===== src/rtl/pwr_rail_seq_n.sv =====
// N-rail power sequencer: ordered power-up with per-rail power-good wait, reverse power-down, fault latching.
// Optional build macro PWR_SEQ_PG_DEGLITCH_EN adds a 4-sample low filter on runtime power-good drops.
module pwr_rail_seq_n #(
  parameter int NUM_RAILS  = 4,
  parameter int CLK_PER_MS = 2000,
  parameter int ON_DLY_MS  = 10,
  parameter int PG_TMO_MS  = 10000,
  parameter int OFF_DLY_MS = 10,
  parameter int DLY_W      = 16
) (
  input  logic                 iClk,
  input  logic                 iRst_n,
  input  logic                 iPwr_Req,
  input  logic                 iAbort,
  input  logic                 iFault_Clr,
  input  logic [NUM_RAILS-1:0] iPWRGD,
  output logic [NUM_RAILS-1:0] oRail_EN,
  output logic                 oSeq_Done,
  output logic                 oFault,
  output logic [1:0]           oFault_Type,
  output logic [3:0]           oFault_Rail,
  output logic [3:0]           oDBG_FSM_curr
);

  localparam logic [3:0] ST_IDLE    = 4'h9;
  localparam logic [3:0] ST_ON_DLY  = 4'h7;
  localparam logic [3:0] ST_ON_PG   = 4'h5;
  localparam logic [3:0] ST_RUN     = 4'h0;
  localparam logic [3:0] ST_OFF_DLY = 4'h3;
  localparam logic [3:0] ST_FAULT   = 4'hF;

  localparam int PW = (CLK_PER_MS > 1) ? $clog2(CLK_PER_MS) : 1;
  localparam logic [PW-1:0]        PRE_LAST  = PW'(CLK_PER_MS - 1);
  localparam logic [DLY_W-1:0]     ON_DLY    = DLY_W'(ON_DLY_MS);
  localparam logic [DLY_W-1:0]     PG_TMO    = DLY_W'(PG_TMO_MS);
  localparam logic [DLY_W-1:0]     OFF_DLY   = DLY_W'(OFF_DLY_MS);
  localparam logic [3:0]           LAST_RAIL = 4'(NUM_RAILS - 1);
  localparam logic [NUM_RAILS-1:0] RAIL_ONE  = {{(NUM_RAILS-1){1'b0}}, 1'b1};

  logic [3:0]           state_q, state_d;
  logic [PW-1:0]        presc_q;
  logic [DLY_W-1:0]     dly_q, dly_d;
  logic [3:0]           idx_q, idx_d;
  logic [NUM_RAILS-1:0] en_q, en_d;
  logic [1:0]           ftype_q, ftype_d;
  logic [3:0]           frail_q, frail_d;
  logic                 dly_clr;
  logic                 ms_tick;
  logic [NUM_RAILS-1:0] idx_oh;
  logic                 pg_cur;
  logic [NUM_RAILS-1:0] drop;
  logic [3:0]           drop_idx;
  logic [3:0]           hi_idx;

  assign ms_tick = (presc_q == PRE_LAST);

  always_ff @(posedge iClk) begin
    if (!iRst_n) begin
      presc_q <= '0;
    end else if (ms_tick) begin
      presc_q <= '0;
    end else begin
      presc_q <= presc_q + PW'(1);
    end
  end

`ifdef PWR_SEQ_PG_DEGLITCH_EN
  logic [1:0] flt_q [NUM_RAILS];

  // A rail only counts as dropped once its power-good has been low for four RUN samples in a row.
  always_ff @(posedge iClk) begin
    for (int i = 0; i < NUM_RAILS; i++) begin
      if (!iRst_n || iPWRGD[i] || (state_q != ST_RUN)) begin
        flt_q[i] <= 2'd0;
      end else if (flt_q[i] != 2'd3) begin
        flt_q[i] <= flt_q[i] + 2'd1;
      end
    end
  end

  always_comb begin
    drop = '0;
    for (int i = 0; i < NUM_RAILS; i++) begin
      drop[i] = en_q[i] & ~iPWRGD[i] & (flt_q[i] == 2'd3);
    end
  end
`else
  assign drop = en_q & ~iPWRGD;
`endif

  assign idx_oh = RAIL_ONE << idx_q;
  assign pg_cur = |(iPWRGD & idx_oh);

  always_comb begin
    drop_idx = 4'd0;
    hi_idx   = 4'd0;
    for (int i = NUM_RAILS - 1; i >= 0; i--) begin
      if (drop[i]) drop_idx = 4'(i);
    end
    for (int i = 0; i < NUM_RAILS; i++) begin
      if (en_q[i]) hi_idx = 4'(i);
    end
  end

  always_comb begin
    state_d = state_q;
    idx_d   = idx_q;
    en_d    = en_q;
    ftype_d = ftype_q;
    frail_d = frail_q;
    dly_clr = 1'b0;
    case (state_q)
      ST_IDLE: begin
        if (iPwr_Req) begin
          state_d = ST_ON_DLY;
          idx_d   = 4'd0;
        end
      end
      ST_ON_DLY, ST_ON_PG: begin
        if ((state_q == ST_ON_PG) && !pg_cur && (dly_q == PG_TMO)) begin
          state_d = ST_FAULT;
          en_d    = '0;
          ftype_d = 2'd1;
          frail_d = idx_q;
        end else if (!iPwr_Req) begin
          // Unwind from the highest rail that is actually on; nothing on means nothing to sequence down.
          if (|en_q) begin
            state_d = ST_OFF_DLY;
            idx_d   = hi_idx;
            en_d    = en_q & ~(RAIL_ONE << hi_idx);
          end else begin
            state_d = ST_IDLE;
          end
        end else if (state_q == ST_ON_DLY) begin
          if (dly_q == ON_DLY) begin
            en_d    = en_q | idx_oh;
            state_d = ST_ON_PG;
          end
        end else if (pg_cur) begin
          if (idx_q == LAST_RAIL) begin
            state_d = ST_RUN;
          end else begin
            idx_d   = idx_q + 4'd1;
            state_d = ST_ON_DLY;
          end
        end
      end
      ST_RUN: begin
        if (|drop) begin
          state_d = ST_FAULT;
          en_d    = '0;
          ftype_d = 2'd2;
          frail_d = drop_idx;
        end else if (!iPwr_Req) begin
          state_d = ST_OFF_DLY;
          idx_d   = LAST_RAIL;
          en_d    = en_q & ~(RAIL_ONE << LAST_RAIL);
        end
      end
      ST_OFF_DLY: begin
        if (dly_q == OFF_DLY) begin
          if (idx_q == 4'd0) begin
            state_d = ST_IDLE;
          end else begin
            idx_d   = idx_q - 4'd1;
            en_d    = en_q & ~(RAIL_ONE << (idx_q - 4'd1));
            dly_clr = 1'b1;
          end
        end
      end
      ST_FAULT: begin
        if (iFault_Clr && !iPwr_Req && !iAbort) begin
          state_d = ST_IDLE;
          ftype_d = 2'd0;
          frail_d = 4'd0;
        end
      end
      default: begin
        state_d = ST_IDLE;
        en_d    = '0;
      end
    endcase
    if (iAbort && (state_q != ST_FAULT)) begin
      state_d = ST_FAULT;
      en_d    = '0;
      ftype_d = 2'd3;
      frail_d = 4'd0;
    end
  end

  always_comb begin
    if (dly_clr || (state_d != state_q) || (state_q == ST_IDLE) ||
        (state_q == ST_RUN) || (state_q == ST_FAULT)) begin
      dly_d = '0;
    end else if (ms_tick) begin
      dly_d = dly_q + DLY_W'(1);
    end else begin
      dly_d = dly_q;
    end
  end

  always_ff @(posedge iClk) begin
    if (!iRst_n) begin
      state_q <= ST_IDLE;
      dly_q   <= '0;
      idx_q   <= 4'd0;
      en_q    <= '0;
      ftype_q <= 2'd0;
      frail_q <= 4'd0;
    end else begin
      state_q <= state_d;
      dly_q   <= dly_d;
      idx_q   <= idx_d;
      en_q    <= en_d;
      ftype_q <= ftype_d;
      frail_q <= frail_d;
    end
  end

  assign oRail_EN      = en_q;
  assign oSeq_Done     = (state_q == ST_RUN);
  assign oFault        = (state_q == ST_FAULT);
  assign oFault_Type   = ftype_q;
  assign oFault_Rail   = frail_q;
  assign oDBG_FSM_curr = state_q;

endmodule


===== config.mk =====
export PLATFORM = sky130hd
export DESIGN_NAME = pwr_rail_seq_n
export DESIGN_NICKNAME = d
export VERILOG_FILES = /design/src/rtl/pwr_rail_seq_n.sv
export SDC_FILE = /design/constraint.sdc
export NUM_CORES = 1
export LEC_CHECK = 0
export BUFFER_PORTS_ARGS = -buffer_cell sky130_fd_sc_hd__buf_2
export CAP_MARGIN = 10
export CORE_MARGIN = 2
export CORE_UTILIZATION = 52
export CTS_BUF_LIST = sky130_fd_sc_hd__clkbuf_8
export DETAILED_ROUTE_END_ITERATION = 10
export GPL_TIMING_DRIVEN = 0
export PLACE_DENSITY = 0.77
export SLEW_MARGIN = 20
export SYNTH_ARGS = -nofsm -noshare
export SYNTH_HDL_FRONTEND = slang
export SYNTH_SLANG_ARGS = --single-unit

===== constraint.sdc =====
create_clock -name iClk -period 8.3 [get_ports iClk]
set_clock_uncertainty 0.2 [all_clocks]
set_input_delay 0.83 -clock iClk [delete_from_list [all_inputs] [get_ports iClk]]
set_output_delay 0.83 -clock iClk [all_outputs]
set_load 0.005 [all_outputs]

==> flow_metrics.tcl, run 1 <==
set metrics [dict create \
    cp-end-kind "flip-flop" \
    critPathKind "flip-flop to flip-flop" \
    post_cts_resized 0 \
    wire_per_inst_um 15.6 \
    grt_use_total_pct 24.0 \
    crit_path_max_fanout 10 \
    syn_area_per_cell_um2 8.25 \
    die-area_um2 5950 \
    synth_cell_types 63 \
    ys_seq_area_share_pct 32.4 \
    maxSlewHeadroom_pct 40.2 \
    start_util_pct 54.1 \
    grt_max_degree 17 \
    clk_pin_slew_ns 0.09 \
    synth-async-reset-ratio_pct 0 \
    placement.cell_area_um2 2990 \
    coreArea_um2 5140 \
    max_slew.worst_pin.slew_ns 0.874 \
    drive_gt1_share_pct 16.3 \
    ioPinCount 25 \
    synth_cells 337 \
    power-per-cell-area_nw_per_um2 149 \
    hp-class "flip-flop to flip-flop" \
    peakVddDrop_mv 0.120 \
    die-height_um 77.1 \
    hold_viol 0 \
    max_cap_violations 0 \
    cts_buffer_depth 2 \
    drt_iter0_drc 279 \
    layout.nets 383 \
    synth-seq-cells 45 \
    cts_tree "done" \
    ant_nets 0 \
    numCtsBuffers 5 \
    antenna_found_initial 0 \
    setup_slack_ns 5.06 \
    synth_area_um2 2780 \
    syn_to_final_growth_pct 11.7 \
    arrival_ns 3.23 \
    dpl.hpwl_um 5000 \
    worst_setup_path_start_kind "flip-flop" \
    cts.sinks 45 \
    cts_hold_buffers 0 \
    hold_depth 1 \
    r2r_start "oDBG_FSM_curr[2]$_SDFF_PN0_" \
    fill_cells 492 \
    vias 2712 \
    setup-tns-final_ns 0 \
    fin_area_um2 3100 \
    rows 26 \
    critPathRequiredTime_ns 8.29 \
    yosysWarningCount 0 \
    diodes 0 \
    min_delay_worst_endpoint "presc_q[0]$_SDFF_PP0_" \
    max_freq_mhz 309 \
    pre_cts_slack_ns 4.85 \
    fin_hold_ws_ns 0.257 \
    routabilityCongestion 0.937 \
    final_cells 439 \
    ctsHtreeMaxLevel 2 \
    hold_path.startpoint "presc_q[0]$_SDFF_PP0_" \
    die_x_um 77.1 \
    leakage_nw 1.14 \
    post_cts_buffers 0 \
    final_util_pct 60.4 \
    io_buffers 24 \
    drv_slew 0 \
    wl_um 6830 \
    finalCritPeriodShare_pct 39.0 \
    place_inst 431 \
    clock_latency_ns 0.30 \
    setup_viol 0 \
    rsz0062_at_grt "false" \
    drcViolationCount 0 \
    avgViaCountPerCell 6.18 \
    ys.flop_type "dfxtp_1" \
    reg2reg_depth 7 \
    grt_pass1_vias 2536 \
    r2r_end "oRail_EN[0]$_SDFFE_PP0P_" \
    syn_nets 352 \
    period_minus_slack_ns 3.24 \
    finalPower_mw 0.462 \
    grt-ovfl-total 0 \
    outcome "complete, no violations" \
    dr.pass1.iters 5 \
    rrSetupSlack_ns 5.06 \
    cts_root_buffer "clkbuf_8" \
    synth_edf_count 0 \
    grt_pass1_wl_um 11700 \
]
cells in the mapped netlist, types with 2 or more instances:
| master | n | area, um2 |
|---|---|---|
| dfxtp_1 | 45 | 901 |
| nor2_1 | 45 | 169 |
| nand2_1 | 28 | 105 |
| nand3_1 | 17 | 85.1 |
| nor3_1 | 16 | 80.1 |
| inv_1 | 14 | 52.6 |
| xor2_1 | 14 | 123 |
| a21oi_1 | 11 | 55.1 |
| nor3_2 | 11 | 110 |
| o21ai_0 | 11 | 55.1 |
| xnor2_1 | 11 | 96.3 |
| nand2b_1 | 7 | 43.8 |
| and3_1 | 6 | 37.5 |
| clkbuf_1 | 6 | 22.5 |
| ha_1 | 6 | 75.1 |
| mux2i_1 | 6 | 60.1 |
| nand4_1 | 6 | 37.5 |
| a31oi_1 | 5 | 31.3 |
| nor4_1 | 5 | 31.3 |
| buf_6 | 4 | 45.0 |
| or3_1 | 4 | 25.0 |
| a22oi_1 | 3 | 22.5 |
| a32o_1 | 3 | 30.0 |
| and2_1 | 3 | 18.8 |
| nor2b_1 | 3 | 18.8 |
| o22ai_1 | 3 | 18.8 |
| a211oi_1 | 2 | 15.0 |
| a21o_1 | 2 | 15.0 |
| a311oi_1 | 2 | 17.5 |
| a32oi_1 | 2 | 17.5 |
| nand3b_1 | 2 | 15.0 |
| o211ai_1 | 2 | 15.0 |
| o221ai_1 | 2 | 17.5 |
cell usage in the layout (no fill, tap or decap), types with 2 or more instances in the layout:
master | synthesis | routed
a311oi_1 | 2 | 2
nand2_1 | 28 | 28
clkbuf_8 | 0 | 5
a22oi_1 | 3 | 3
or3_1 | 4 | 4
buf_2 | 1 | 25
o22ai_1 | 3 | 3
a32oi_1 | 2 | 2
nand4_1 | 6 | 6
o21ai_0 | 11 | 11
a21oi_1 | 11 | 11
nor3_1 | 16 | 16
o221ai_1 | 2 | 2
inv_1 | 14 | 14
nor4_1 | 5 | 5
ha_1 | 6 | 6
dfxtp_1 | 45 | 45
nor2_1 | 45 | 45
nor2b_1 | 3 | 3
xor2_1 | 14 | 14
a32o_1 | 3 | 3
a211oi_1 | 2 | 2
mux2i_1 | 6 | 6
a31oi_1 | 5 | 5
buf_6 | 4 | 4
and3_1 | 6 | 6
nand3_1 | 17 | 17
clkbuf_1 | 6 | 6
nand2b_1 | 7 | 7
and2_1 | 3 | 3
a21o_1 | 2 | 2
xnor2_1 | 11 | 11
o211ai_1 | 2 | 2
nand3b_1 | 2 | 2
nor3_2 | 11 | 11
cell type report:
class | instances | area, um2 | share of cell area [%]
Multi-Input combinational cell | 265 | 1750 | 56.2
Sequential cell | 45 | 901 | 29.0
Timing Repair Buffer | 24 | 120 | 3.87
Tap cell | 70 | 87.6 | 2.82
Buffer | 12 | 76.3 | 2.46
Clock buffer | 5 | 68.8 | 2.22
Inverter | 15 | 56.3 | 1.81
Clock inverter | 3 | 48.8 | 1.57
how the worst max path moves through the flow:
stage                                           start                        to  slack [ns]
after global placement                      iPWRGD[0]     dly_q[5]$_SDFFE_PP0P_        4.86
final                     oDBG_FSM_curr[2]$_SDFF_PN0_  oRail_EN[0]$_SDFFE_PP0P_        5.06
after global routing      oDBG_FSM_curr[0]$_SDFF_PN1_  oRail_EN[0]$_SDFFE_PP0P_        4.96
after detailed placement                    iPWRGD[0]     dly_q[8]$_SDFFE_PP0P_        4.85
after floorplan                             iPWRGD[1]    dly_q[11]$_SDFFE_PP0P_        5.26
after CTS                 oDBG_FSM_curr[1]$_SDFF_PN0_     dly_q[8]$_SDFFE_PP0P_        5.16
registers in the layout, indices dropped and copies added (netlist names):
| name | count |
|---|---|
| oFault_Rail | 4 |
| presc_q | 11 |
| oDBG_FSM_curr | 4 |
| dly_q | 16 |
| idx_q | 4 |
| oFault_Type | 2 |
| oRail_EN | 4 |
layer usage:
metal,up-vias,routed length [um],global-route usage (%)
met4,0,159,8.21
met3,24,713,5.41
met1,1259,2990,33.0
met5,-,0,0
met2,141,2970,37.2
li1,1288,-,-
power breakdown:
part | switching [mW] | total (mW) | internal [mW]
registers | 0.00308 | 0.223 | 0.219
logic | 0.0421 | 0.0657 | 0.0235
clock network | 0.0817 | 0.173 | 0.0918
worst max-delay path: stages (launching register included):
cell      delay (ns)
dfxtp_1         0.50
nand3b_1        0.34
or4_4           0.59
nor4_4          0.52
a211oi_1        0.16
nor3_2          0.38
o21ai_0         0.16
a32o_1          0.28
kinds of logic after synthesis:
family          after synthesis  share of synthesized area (%)
mux                           7                           3.11
fa+ha+maj                     6                           2.70
buf+inv                      27                           4.77
xor+xnor                     26                           8.46
flops                        45                           32.4
simple gates                165                           32.7
compound gates               61                           15.8
Power figures use the tool's default switching activity.
==> run 2: changes to the inputs <==
--- a/config.mk
+++ b/config.mk
@@ -5,6 +5,7 @@
 export SDC_FILE = /design/constraint.sdc
 export NUM_CORES = 1
 export LEC_CHECK = 0
+export ABC_AREA = 1
 export BUFFER_PORTS_ARGS = -buffer_cell sky130_fd_sc_hd__buf_2
 export CAP_MARGIN = 10
 export CORE_MARGIN = 2
@@ -12,7 +13,7 @@
 export CTS_BUF_LIST = sky130_fd_sc_hd__clkbuf_8
 export DETAILED_ROUTE_END_ITERATION = 10
 export GPL_TIMING_DRIVEN = 0
-export PLACE_DENSITY = 0.77
+export PLACE_DENSITY = 0.79
 export SLEW_MARGIN = 20
 export SYNTH_ARGS = -nofsm -noshare
 export SYNTH_HDL_FRONTEND = slang
==> constraint.sdc (replaced) <==
create_clock -name iClk -period 2.9 [get_ports iClk]
set_clock_uncertainty 0.2 [all_clocks]
set_input_delay 0.29 -clock iClk [delete_from_list [all_inputs] [get_ports iClk]]
set_output_delay 0.29 -clock iClk [all_outputs]
set_load 0.005 [all_outputs]
==> run 2 against run 1 <==
  * Register-to-register slack worse by 4.7 ns
  * Power rose to 3.3 times the previous value
  * Critical path depth up 6
  * Clock power rose to 3.0 times the previous value
  * Synthesized cell count up 38%
  * Global-route usage down 0.57 points
  * Synthesized area up 13%
  * Largest cell class unchanged
==> flow_metrics.tcl, run 2 <==
set metrics [dict create \
    drcViolationCount 0 \
    p_clk_share_pct 33.7 \
    period_minus_slack_ns 2.54 \
    hold_viol 0 \
    layout_commonest_cell "nand2_1" \
    synth_area_um2 3130 \
    ant_nets 0 \
    ys_seq_area_share_pct 28.8 \
    clk_pin_slew_ns 0.10 \
    ys.flop_type "dfxtp_1" \
    internal_power_mw 1.01 \
    share_seq_of_total_power_pct 43.7 \
    syn_nets 481 \
    grt_pass1_vias 2777 \
    rows 28 \
    die-height_um 81.6 \
    power-per-cell-area_nw_per_um2 439 \
    largest_reg_flops 16 \
    top_register "dly_q" \
    multiInputGateArea_um2 1880 \
    cts_root_buffer "clkbuf_8" \
    synth-seq-cells 45 \
    wl_um 7420 \
    cts_hold_buffers 0 \
    leakage_nw 1.49 \
    placement.cell_area_um2 3340 \
    p_sw_share_pct 33.2 \
    power_frac_comb_pct 22.6 \
    maxSlewHeadroom_pct 63.7 \
    antenna_found_initial 0 \
    synth_area_leader_cell "dfxtp_1" \
    critPathKind "flip-flop to flip-flop" \
    ioPinCount 25 \
    p_sw_mw 0.504 \
    arrival_ns 2.54 \
    grt_max_degree 17 \
    fin_area_um2 3460 \
    setup_viol 0 \
    setup-tns-final_ns 0 \
    layout.nets 512 \
    max_freq_mhz 394 \
    avgViaCountPerCell 5.36 \
    vias 3074 \
    wire_per_inst_um 13.0 \
    diodes 0 \
    syn_to_final_growth_pct 10.6 \
    start_util_pct 53.5 \
    hp-class "input pin to flip-flop" \
    finalCritPeriodShare_pct 87.5 \
    seqCellArea_um2 901 \
    yosysTopAreaCellShare_pct 28.8 \
    max_slew.worst_pin.slew_ns 0.544 \
    outcome "complete, no violations" \
    cts_tree "done" \
    die_x_um 81.6 \
    drv_slew 0 \
    die-area_um2 6650 \
    ctsHtreeMaxLevel 2 \
    drive_gt1_share_pct 17.9 \
    numCtsBuffers 5 \
    crit_path_max_fanout 10 \
    drt_iter0_drc 273 \
    worst_setup_path_start_kind "flip-flop" \
    synth_cells 466 \
    most-common-layout-cells "nand2_1 (90), nor2_1 (67), inv_1 (62)" \
    peakVddDrop_mv 0.312 \
    routabilityCongestion 0.905 \
    rsz0062_at_grt "false" \
    synth_most_common_cell "nand2_1" \
    dpl.hpwl_um 5680 \
    synth-async-reset-ratio_pct 0 \
    io_buffers 24 \
    post_cts_buffers 0 \
    cp-end-kind "flip-flop" \
    synth_common_cells "nand2_1 (90), nor2_1 (67), inv_1 (62), dfxtp_1 (45), nand3_1 (34)" \
    grt_pass1_wl_um 12300 \
    critPathRequiredTime_ns 2.91 \
    fill_cells 571 \
    grt_use_total_pct 23.4 \
    synth_edf_count 0 \
    synth_area_leaders "dfxtp_1 (29%), nand2_1 (11%), nor2_1 (8.0%)" \
    yosysWarningCount 0 \
    post_cts_resized 0 \
    reg_top3 "dly_q: 16 flops, presc_q: 11 flops" \
    grt-ovfl-total 0 \
    syn_area_per_cell_um2 6.71 \
    cts.sinks 45 \
    max_cap_violations 0 \
    cts_buffer_depth 2 \
    clock_latency_ns 0.31 \
    synth_cell_types 41 \
    dr.pass1.iters 5 \
    coreArea_um2 5850 \
]
## run 2: changes by cell type in the layout (fill, tap and decap cells not counted), moves of 11 or more
cell	previous run	this run
inv_2	1	12
nor2_1	45	67
nand2_1	28	90
inv_1	14	62
nand4_1	6	17
nand3_1	17	34
nor2_4	0	13
## run 2: critical path, cell delays in order (launching register included)
cell and delay (ns):
dfxtp_1 0.33, buf_2 0.21, nand2_2 0.11, nor3_2 0.41, inv_1 0.29, nor2_1 0.24
nor2_1 0.06, nand2_1 0.05, a21oi_1 0.04, nand2_1 0.10, nor2_4 0.05, nand2_4 0.11
buf_12 0.19, nor2_4 0.03
## run 2: layout make-up
class / count / area share, %
repair buffers: 24 / 3.47
flip-flops and latches: 45 / 26.0
multi-input cells: 337 / 54.3
inverters: 77 / 8.46
well taps: 75 / 2.71
clock inverters: 3 / 1.41
clock buffers: 5 / 1.99
plain buffers: 7 / 1.59
## run 2: kinds of logic (layout without fill, tap and decap cells)
family,count (synthesis),count (layout),synth area share [%]
AOI/OAI and AO/OA,50,50,9.04
xor gates and xnor gates,22,22,6.16
adders and majority gates,6,6,2.40
buffers and inverters,84,116,11.1
DFF,45,45,28.8
and+or+nand+nor,259,259,42.5
## run 2: through the flow
step                util [%]  std cells  power, mW  hold WS [ns]  setup WS, ns
floorplan                  -        466      0.935         0.218         0.857
global placement        57.1        565       1.00         0.228         0.414
detailed placement      57.1        565       1.01         0.243         0.414
CTS                     59.1        573       1.52         0.231         0.403
global route            59.1        573       1.59         0.271         0.270
finish                  59.1        573       1.52         0.233         0.362
## run 2: path summary, 6_finish.rpt
| kind | startpoint | to | slack [ns] | cells past startpoint |
|---|---|---|---|---|
| max | oDBG_FSM_curr[1]$_SDFF_PN0_ | dly_q[7]$_SDFFE_PP0P_ | 0.36 | 13 |
| min | iAbort | oFault_Type[0]$_SDFFE_PN0P_ | 0.23 | 5 |
| max reg2reg | oDBG_FSM_curr[1]$_SDFF_PN0_ | dly_q[7]$_SDFFE_PP0P_ | 0.36 | 13 |
| min reg2reg | presc_q[0]$_SDFF_PP0_ | presc_q[0]$_SDFF_PP0_ | 0.25 | 1 |
## run 2: layer usage
metal / track usage [%] / vias up / wire [um]
met4: 7.80 / 0 / 112
met3: 4.07 / 15 / 429
met2: 37.3 / 88 / 3440
met1: 32.0 / 1423 / 3440
met5: 0 / - / 0
li1: - / 1548 / -
## run 2: power groups by stage
stage	registers, mW	clock network, mW	logic [mW]
final	0.663	0.512	0.343
after global routing	0.666	0.537	0.386
after CTS	0.662	0.516	0.338
after detailed placement	0.677	0	0.336
after global placement	0.676	0	0.328
after floorplan	0.672	0	0.263
